$ cat config.mk
export PLATFORM = sky130hd
export DESIGN_NAME = uart_mmio_responder_flat
export DESIGN_NICKNAME = d
export VERILOG_FILES = /design/src/rtl/uart_mmio_responder_if.sv /design/src/rtl/uart_mmio_responder.sv /design/src/flat_wrapper.sv
export SDC_FILE = /design/constraint.sdc
export NUM_CORES = 1
export LEC_CHECK = 0
export BUFFER_PORTS_ARGS = -buffer_cell sky130_fd_sc_hd__buf_2
export CORE_MARGIN = 3
export CORE_UTILIZATION = 40
export DETAILED_ROUTE_END_ITERATION = 10
export PLACE_DENSITY_LB_ADDON = 0.12
export SYNTH_ARGS = -nofsm -noshare
export SYNTH_HDL_FRONTEND = slang
export SYNTH_SLANG_ARGS = --single-unit
$ cat constraint.sdc
create_clock -name clk -period 2.3 [get_ports clk]
set_input_delay 0.115 -clock clk [delete_from_list [all_inputs] [get_ports clk]]
set_output_delay 0.115 -clock clk [all_outputs]
set_load 0.03 [all_outputs]
$ cat src/rtl/uart_mmio_responder_if.sv
// ============================================================================
// Module      : uart_mmio_responder_if
// Description : CPU IO strobe bus plus UART TX/RX ready/valid byte streams.
// Revision    : 1.0  initial release
// ============================================================================
`default_nettype none

interface uart_mmio_responder_if;
    logic        io_re;
    logic        io_we;
    logic [31:0] io_addr;
    logic [7:0]  io_wdata;
    logic [31:0] io_rdata;
    logic [7:0]  uart_din;
    logic        uart_din_valid;
    logic        uart_din_ready;
    logic [7:0]  uart_dout;
    logic        uart_dout_valid;
    logic        uart_dout_ready;

    modport master (
        output io_re, io_we, io_addr, io_wdata, uart_din_ready, uart_dout, uart_dout_valid,
        input  io_rdata, uart_din, uart_din_valid, uart_dout_ready
    );

    modport slave (
        input  io_re, io_we, io_addr, io_wdata, uart_din_ready, uart_dout, uart_dout_valid,
        output io_rdata, uart_din, uart_din_valid, uart_dout_ready
    );
endinterface

`default_nettype wire

$ cat src/rtl/uart_mmio_responder.sv
// ============================================================================
// Module      : uart_mmio_responder
// Description : MMIO window for a UART with TX/RX byte FIFOs and sticky status.
// Revision    : 1.0  initial release
// ============================================================================
`default_nettype none

module uart_mmio_responder #(
    parameter int FIFO_DEPTH = 4
) (
    input  wire logic            clk,
    input  wire logic            rst_n,
    uart_mmio_responder_if.slave bus
);
    localparam int AW = $clog2(FIFO_DEPTH);
    localparam int CW = AW + 1;

    localparam logic [31:0]   c_addr_txrdy  = 32'h8000_0000;
    localparam logic [31:0]   c_addr_rxvld  = 32'h8000_0004;
    localparam logic [31:0]   c_addr_din    = 32'h8000_0008;
    localparam logic [31:0]   c_addr_dout   = 32'h8000_000C;
    localparam logic [31:0]   c_addr_status = 32'h8000_0010;
    localparam logic [CW-1:0] c_depth       = CW'(FIFO_DEPTH);
    localparam logic [CW-1:0] c_cnt_one     = CW'(1);
    localparam logic [AW-1:0] c_ptr_one     = AW'(1);

    logic [7:0]    r_tx_mem [FIFO_DEPTH];
    logic [AW-1:0] r_tx_wp, r_tx_rp;
    logic [CW-1:0] r_tx_cnt;
    logic [7:0]    r_rx_mem [FIFO_DEPTH];
    logic [AW-1:0] r_rx_wp, r_rx_rp;
    logic [CW-1:0] r_rx_cnt;
    logic          r_tx_drop, r_rx_ovr;
    logic [31:0]   r_rdata;

    logic        w_tx_full, w_tx_empty, w_rx_full, w_rx_empty;
    logic        w_tx_push_req, w_tx_push, w_tx_pop, w_rx_push, w_rx_pop;
    logic        w_sticky_clr;
    logic [31:0] w_rd_data;

    assign w_tx_full  = (r_tx_cnt == c_depth);
    assign w_tx_empty = (r_tx_cnt == '0);
    assign w_rx_full  = (r_rx_cnt == c_depth);
    assign w_rx_empty = (r_rx_cnt == '0);

    // Fullness is judged on the start-of-cycle count, so a same-cycle pop
    // never rescues a push into a full TX FIFO.
    assign w_tx_push_req = bus.io_we & (bus.io_addr == c_addr_din);
    assign w_tx_push     = w_tx_push_req & ~w_tx_full;
    assign w_tx_pop      = ~w_tx_empty & bus.uart_din_ready;
    assign w_rx_push     = bus.uart_dout_valid & ~w_rx_full;
    assign w_rx_pop      = bus.io_re & (bus.io_addr == c_addr_dout) & ~w_rx_empty;
    assign w_sticky_clr  = bus.io_we & (bus.io_addr == c_addr_status);

    assign bus.uart_din        = r_tx_mem[r_tx_rp];
    assign bus.uart_din_valid  = ~w_tx_empty;
    assign bus.uart_dout_ready = ~w_rx_full;
    assign bus.io_rdata        = r_rdata;

    always_comb begin
        w_rd_data = '0;
        case (bus.io_addr)
            c_addr_txrdy:  w_rd_data = {31'b0, ~w_tx_full};
            c_addr_rxvld:  w_rd_data = {31'b0, ~w_rx_empty};
            c_addr_dout:   w_rd_data = w_rx_empty ? 32'b0 : {24'b0, r_rx_mem[r_rx_rp]};
            c_addr_status: w_rd_data = {30'b0, r_rx_ovr, r_tx_drop};
            default:       w_rd_data = '0;
        endcase
    end

    // Storage arrays need no reset: the pointers alone define valid contents.
    always_ff @(posedge clk) begin
        if (w_tx_push) r_tx_mem[r_tx_wp] <= bus.io_wdata;
        if (w_rx_push) r_rx_mem[r_rx_wp] <= bus.uart_dout;
    end

    always_ff @(posedge clk or negedge rst_n) begin
        if (!rst_n) begin
            r_tx_wp   <= '0;
            r_tx_rp   <= '0;
            r_tx_cnt  <= '0;
            r_rx_wp   <= '0;
            r_rx_rp   <= '0;
            r_rx_cnt  <= '0;
            r_tx_drop <= 1'b0;
            r_rx_ovr  <= 1'b0;
            r_rdata   <= '0;
        end else begin
            if (w_tx_push) r_tx_wp <= r_tx_wp + c_ptr_one;
            if (w_tx_pop)  r_tx_rp <= r_tx_rp + c_ptr_one;
            if (w_rx_push) r_rx_wp <= r_rx_wp + c_ptr_one;
            if (w_rx_pop)  r_rx_rp <= r_rx_rp + c_ptr_one;

            case ({w_tx_push, w_tx_pop})
                2'b10:   r_tx_cnt <= r_tx_cnt + c_cnt_one;
                2'b01:   r_tx_cnt <= r_tx_cnt - c_cnt_one;
                default: r_tx_cnt <= r_tx_cnt;
            endcase
            case ({w_rx_push, w_rx_pop})
                2'b10:   r_rx_cnt <= r_rx_cnt + c_cnt_one;
                2'b01:   r_rx_cnt <= r_rx_cnt - c_cnt_one;
                default: r_rx_cnt <= r_rx_cnt;
            endcase

            // A set event in the same cycle as a clear keeps the bit high.
            r_tx_drop <= (w_tx_push_req & w_tx_full) | (r_tx_drop & ~w_sticky_clr);
            r_rx_ovr  <= (bus.uart_dout_valid & w_rx_full) | (r_rx_ovr & ~w_sticky_clr);

            if (bus.io_re) r_rdata <= w_rd_data;
        end
    end
endmodule

`default_nettype wire

$ cat src/flat_wrapper.sv
// flat-port wrapper written by rule: the top's interface ports become plain ports
module uart_mmio_responder_flat 
#(
    parameter int FIFO_DEPTH = 4
)
  (clk, rst_n, bus_io_re, bus_io_we, bus_io_addr, bus_io_wdata, bus_uart_din_ready, bus_uart_dout, bus_uart_dout_valid, bus_io_rdata, bus_uart_din, bus_uart_din_valid, bus_uart_dout_ready);
  uart_mmio_responder_if bus_i ();
  input  wire logic clk;
  input  wire logic rst_n;
  input wire logic [$bits(bus_i.io_re)-1:0] bus_io_re;
  input wire logic [$bits(bus_i.io_we)-1:0] bus_io_we;
  input wire logic [$bits(bus_i.io_addr)-1:0] bus_io_addr;
  input wire logic [$bits(bus_i.io_wdata)-1:0] bus_io_wdata;
  input wire logic [$bits(bus_i.uart_din_ready)-1:0] bus_uart_din_ready;
  input wire logic [$bits(bus_i.uart_dout)-1:0] bus_uart_dout;
  input wire logic [$bits(bus_i.uart_dout_valid)-1:0] bus_uart_dout_valid;
  output wire logic [$bits(bus_i.io_rdata)-1:0] bus_io_rdata;
  output wire logic [$bits(bus_i.uart_din)-1:0] bus_uart_din;
  output wire logic [$bits(bus_i.uart_din_valid)-1:0] bus_uart_din_valid;
  output wire logic [$bits(bus_i.uart_dout_ready)-1:0] bus_uart_dout_ready;
  assign bus_i.io_re = bus_io_re;
  assign bus_i.io_we = bus_io_we;
  assign bus_i.io_addr = bus_io_addr;
  assign bus_i.io_wdata = bus_io_wdata;
  assign bus_i.uart_din_ready = bus_uart_din_ready;
  assign bus_i.uart_dout = bus_uart_dout;
  assign bus_i.uart_dout_valid = bus_uart_dout_valid;
  assign bus_io_rdata = bus_i.io_rdata;
  assign bus_uart_din = bus_i.uart_din;
  assign bus_uart_din_valid = bus_i.uart_din_valid;
  assign bus_uart_dout_ready = bus_i.uart_dout_ready;
  uart_mmio_responder #(.FIFO_DEPTH(FIFO_DEPTH)) u_core (.clk(clk), .rst_n(rst_n), .bus(bus_i));
endmodule
; Word level (Yosys, flattened, before mapping)
; Memories as Yosys holds them, arrays and structs flattened.
; Index checks and enable logic that the tools add are counted.
[totals]
ff_bits = 48
out_inout_bits = 42
mem_count = 2
mem_bits_rw = 64
[memory_table]
columns = memory, depth, width, read_ports, rd_clocked_by_memory_dff, write_ports, line
row1 = u_core.r_rx_mem, 4, 8, 1, 0, 1, uart_mmio_responder.sv:30  ; logic [7:0] r_rx_mem [FIFO_DEPTH];
row2 = u_core.r_tx_mem, 4, 8, 1, 0, 1, uart_mmio_responder.sv:27  ; logic [7:0] r_tx_mem [FIFO_DEPTH];
[op_classes]
muxes = 8
n_addsub = 8
reduce_logical = 4
bitwise_logic = 18
eq_ne = 11
[op_table]
columns = operator, count
row1 = $eq 32x32->1 const B, 5
row2 = $pmux 32 s4, 1
row3 = $pmux 3 s2, 2
row4 = $and 1x1->1, 11
row5 = $add 2x1->2 const B, 4
row6 = $mux 8, 1
row7 = $add 3x1->3 const B, 2
row8 = $eq 3x3->1 const B, 2
row9 = $logic_not 3->1, 2
row10 = $sub 3x1->3 const B, 2
row11 = $not 1->1, 5
row12 = $eq 2x1->1 const B, 2
row13 = $eq 2x2->1 const B, 2
row14 = $mux 1, 4
row15 = $reduce_bool 2->1, 2
row16 = $or 1x1->1, 2

; Longest topological paths before layout
[logic_depth]
ltp_word = 5
mapped_depth = 11

; Worst setup path before layout
; No wires, ideal clock.
[synth_path]
path_type = input to register
startpoint = in bus_io_addr[6]
endpoint = reg u_core.r_rx_cnt[1]
setup_slack_ns = 0.184
arrival_time_ns = 1.991
path_stages = 6
path_buffers = 0
cell_sequence = nor4_2 -> nand4_2 -> nor4b_4 -> ha_1 -> fa_1 -> mux2_2
[synth_between]
elab_chain_cells = 5
[synth_lines]
columns = item, line
row1 = "start, declared", flat_wrapper.sv:12  ; input wire logic [$bits(bus_i.io_addr)-1:0] bus_io_addr;
row2 = $eq 32x32->1 *, uart_mmio_responder.sv:52  ; assign w_rx_pop = bus.io_re & (bus.io_addr == c_addr_dout) & ~w_rx_empty;
row3 = $and 1x1->1 * (2 in series), uart_mmio_responder.sv:52
row4 = $eq 2x1->1 / $eq 2x2->1 (equally long branches), uart_mmio_responder.sv:99  ; case ({w_rx_push, w_rx_pop})
row5 = $pmux 3 s2 / $reduce_bool 2->1 (equally long branches), n/a
row6 = "end signal, assigned", uart_mmio_responder.sv:100  ; 2'b10: r_rx_cnt <= r_rx_cnt + c_cnt_one;
row7 = "end signal, assigned", uart_mmio_responder.sv:101  ; 2'b01: r_rx_cnt <= r_rx_cnt - c_cnt_one;
row8 = "end signal, assigned", uart_mmio_responder.sv:102  ; default: r_rx_cnt <= r_rx_cnt;
row9 = "end, declared", uart_mmio_responder.sv:32  ; logic [CW-1:0] r_rx_cnt;
; Every way passes the cells marked *; elsewhere a longest branch is shown, timed or not.
; A chain may end at the register's enable or synchronous reset.

; Worst setup path in the final report
[layout_path]
startpoint = reg u_core.r_rx_cnt[0]
endpoint = reg u_core.r_rx_cnt[1]
[layout_between]
elab_chain_cells = 5
[layout_lines]
columns = item, line
row1 = $eq 3x3->1 / $logic_not 3->1 (equally long branches), "uart_mmio_responder.sv:43, uart_mmio_responder.sv:44"
row2 = "$not 1->1, on equally long branches", "uart_mmio_responder.sv:51, uart_mmio_responder.sv:52"
row3 = "$and 1x1->1, on equally long branches", "uart_mmio_responder.sv:51, uart_mmio_responder.sv:52"
row4 = $eq 2x1->1 / $eq 2x2->1 (equally long branches), uart_mmio_responder.sv:99
row5 = $pmux 3 s2 / $reduce_bool 2->1 (equally long branches), n/a
; Parallel ways exist; a longest one is shown, timed or not.

==> results.sh <==
export IMPL_outcome="complete, no violations"
export IMPL_setup_violations=0
export IMPL_power_density_nw_per_um2=918.9
export IMPL_std_cell_rows=35
export IMPL_io_pin_count=96
export IMPL_most_used_cells_in_the_layout_excluding_fill_and_tap_cells="71 x sky130_fd_sc_hd__buf_2, 64 x sky130_fd_sc_hd__edfxtp_1, 24 x sky130_fd_sc_hd__conb_1, 24 x sky130_fd_sc_hd__dfrtp_1, 17 x sky130_fd_sc_hd__dlygate4sd3_1"
export IMPL_die_area_um2=11160
export IMPL_final_layout_size_suffix_gt1_frac=0.3653
export IMPL_drt_wl_total_um=6952
export IMPL_cp_data_arrival_time_ns=2.29
export IMPL_rsz0062_at_grt="no"
export IMPL_required_arrival_time_at_the_worst_endpoint_ns=2.54
export IMPL_hold_path_depth=2
export IMPL_cts_tree="done"
export IMPL_clock_skew_final_ns=0.01028
export IMPL_yosys_register_bits=88
export IMPL_synth_main_ff_cell="sky130_fd_sc_hd__edfxtp_1"
export IMPL_clkTransAtPathRegs_ns=0.08
export IMPL_core_region_area_um2=9459
export IMPL_floorplan_die_height_um=105.7
export IMPL_synth_top_area_cell="sky130_fd_sc_hd__edfxtp_1"
export IMPL_drv_max_cap_violation_count=0
export IMPL_drc_errors=0
export IMPL_reg2reg_setup_slack_ns=0.25
export IMPL_via_count=2134
export IMPL_synth_edf_count=64
export IMPL_detail_route_vias_per_cell=4.609
export IMPL_ff2ff_path_depth=6
export IMPL_asyncSetResetFlopFracSynth=0.2727
export IMPL_type_of_element_capturing_the_critical_path="flip-flop"
export IMPL_reg2reg_from="u_core.r_rx_cnt[0]$_DFFE_PN0P_"
export IMPL_timing_final_crit_period_ns=2.046
export IMPL_io_buffers=71
export IMPL_area_growth_pct=21.13
export IMPL_max_slew_worst_pin_slew_ns=0.6037
export IMPL_startpoint_of_the_worst_hold_path="bus_uart_dout_valid"
export IMPL_initial_cell_density_of_the_core=0.4200
export IMPL_crit_reg2reg_capture="u_core.r_rx_cnt[1]$_DFFE_PN0P_"
export IMPL_max_freq_mhz=488.7
export IMPL_critPathMaxFanout=6
export IMPL_htree_levels=3
export IMPL_clk_path_buf_depth=2
export IMPL_die_w_um=105.7
export IMPL_met3_length_um=330
export IMPL_yosysSeqAreaShare=0.6350
export IMPL_avgSynthCellArea_um2=17.12
export IMPL_number_of_global_route_vias_before_repair=2228
export IMPL_placed_cells_incl_taps=430
export IMPL_netlist_cell_type_count=43
export IMPL_synthTopCellsByArea="sky130_fd_sc_hd__edfxtp_1 48%, sky130_fd_sc_hd__dfrtp_1 15%, sky130_fd_sc_hd__mux4_2 8.5%"
export IMPL_clock_sink_count=88
export IMPL_syn_instance_count=232
export IMPL_highest_layer_used_for_signal_routing="met4"
export IMPL_drtAntennaViolNets=0
export IMPL_globalplace_congestion=0.7829
export IMPL_final_period_utilization=0.8897
export IMPL_maxSlewHeadroom=0.5976
export IMPL_worst_hold_path_endpoint="u_core.r_rx_ovr$_DFF_PN0_"
export IMPL_dp_final_hpwl_um=5022
export IMPL_grt_antenna_before_repair=0
export IMPL_maxSlewViolCount=0
export IMPL_layout_filler_cells=819
export IMPL_first_pass_iters=4
export IMPL_wire_length_of_the_first_global_routing_pass_um=11210
export IMPL_globalRouteTotalUtil=0.1308
export IMPL_largest_net_degree_at_the_start_of_global_routing=25
export IMPL_route_layer_met1_wl_um=2879
export IMPL_cts_made_buffers=9
export IMPL_worst_vdd_drop_v=0.0004961
export IMPL_post_cts_resized=0
export IMPL_fin_setup_tns_ns=0
export IMPL_p_leak_nw=1.926
export IMPL_drt_iter0_drc=65
export IMPL_met2_length_um=3700
export IMPL_mostFrequentLayoutCell="sky130_fd_sc_hd__buf_2"
export IMPL_worstSkewPairLatency_ns=0.35
export IMPL_cp_start_kind="flip-flop"
export IMPL_final_cell_count_no_fill=463
export IMPL_yosys_warnings=0
export IMPL_synth_largest_type_area_fraction=0.4838
export IMPL_hold_class="in2reg"
export IMPL_layout_nets=395
export IMPL_cts_root_buffer_cell="sky130_fd_sc_hd__clkbuf_8"
export IMPL_report_final_hold_viol_count=0
export IMPL_drt_wirelength_per_cell_um=15.02
export IMPL_n_antenna_cell=0
export IMPL_critical_setup_path_kind="reg2reg"
export IMPL_global_route_total_overflow=0
export IMPL_post_synth_instance_area_um2=3973
-- kinds of logic after synthesis --
group | synth area share
mux | 0.1017
other cells | 0.0009440
fa+ha+maj | 0.04158
flops | 0.6350
buf+inv | 0.06614
xor+xnor | 0.02646
compound gates | 0.03181
simple gates | 0.09638
-- flip-flops by register name (all words and copies together) (netlist names) --
register             flops
u_core.r_rx_mem         32
u_core.r_tx_mem         32
u_core.bus.io_rdata      8
u_core.r_rx_cnt          3
u_core.r_tx_cnt          3
u_core.r_rx_rp           2
u_core.r_rx_wp           2
u_core.r_tx_rp           2
u_core.r_tx_wp           2
u_core.r_rx_ovr          1
u_core.r_tx_drop         1
-- critical path, stage by stage, from the launching register on --
cell	delay (ns)
sky130_fd_sc_hd__dfrtp_1	0.45
sky130_fd_sc_hd__nor2_1	0.19
sky130_fd_sc_hd__nand2_1	0.17
sky130_fd_sc_hd__nand2_1	0.21
sky130_fd_sc_hd__ha_1	0.23
sky130_fd_sc_hd__fa_1	0.42
sky130_fd_sc_hd__mux2_2	0.26
-- through the flow --
stage	util	instance area, um^2	hold slack (ns)	setup slack [ns]	total power, mW
3_3_place_gp	0.4651	4399	0.1484	0.2253	3.154
2_1_floorplan	-	4059	-0.1806	0.1840	2.908
3_5_place_dp	0.4651	4399	0.1551	0.2021	3.181
5_1_grt	0.5087	4812	0.06844	0.1174	4.667
6_report	0.5087	4812	0.08879	0.2536	4.422
4_1_cts	0.5087	4812	0.06628	0.2463	4.489
-- worst max path at each step --
stage	start	endpoint
6_report	u_core.r_rx_cnt[0]$_DFFE_PN0P_	u_core.r_rx_cnt[1]$_DFFE_PN0P_
5_1_grt	u_core.r_tx_cnt[0]$_DFFE_PN0P_	u_core.r_tx_cnt[2]$_DFFE_PN0P_
4_1_cts	u_core.r_rx_cnt[0]$_DFFE_PN0P_	u_core.r_rx_cnt[1]$_DFFE_PN0P_
3_5_place_dp	bus_io_addr[6]	u_core.r_rx_cnt[1]$_DFFE_PN0P_
3_3_place_gp	bus_io_addr[6]	u_core.r_rx_cnt[1]$_DFFE_PN0P_
2_1_floorplan	bus_io_addr[6]	u_core.r_rx_cnt[1]$_DFFE_PN0P_
-- cells in the mapped netlist (all sizes together) (2+ instances only) --
library cell and instances:
nand2b 2, dfrtp 24, fa 2, a22o 6
edfxtp 64, and2 5, mux2 5, nand4 2
buf 28, nand2 9, mux4 15, xnor2 7
nor4b 4, ha 10, nor3 2, and3 4
inv 9, o2bb2ai 3, nor4 6, xor2 5
nor2 6
-- metal layers --
metal,vias to the layer above,global-route usage
met5,-,0
met2,54,0.2332
li1,1019,-
met4,0,0.03053
met3,5,0.03919
met1,1056,0.1551
-- layout make-up --
cell class / count / area [um^2] / area share
Inverter: 10 / 63.81 / 0.01326
Clock buffer: 10 / 127.6 / 0.02652
Sequential cell: 88 / 2522 / 0.5242
Clock inverter: 6 / 115.1 / 0.02392
Timing Repair Buffer: 91 / 548.0 / 0.1139
Multi-Input combinational cell: 129 / 1274 / 0.2647
Tap cell: 129 / 161.4 / 0.03354
-- what timing repair did --
item | 4_1_cts | 5_1_grt
hold buffers | 17 | 0
endpoints found under the hold margin | 88 | 0
setup buffers | 0 | 0
-- power breakdown --
part | switching, mW | internal [mW] | total [mW] | leakage (nW)
registers | 0.190 | 1.93 | 2.12 | 0.884
clock network | 0.549 | 0.732 | 1.28 | 0.123
logic | 0.575 | 0.444 | 1.02 | 0.920
total | 1.31 | 3.11 | 4.42 | 1.93
Note: power is estimated with default switching activity, not from simulation.
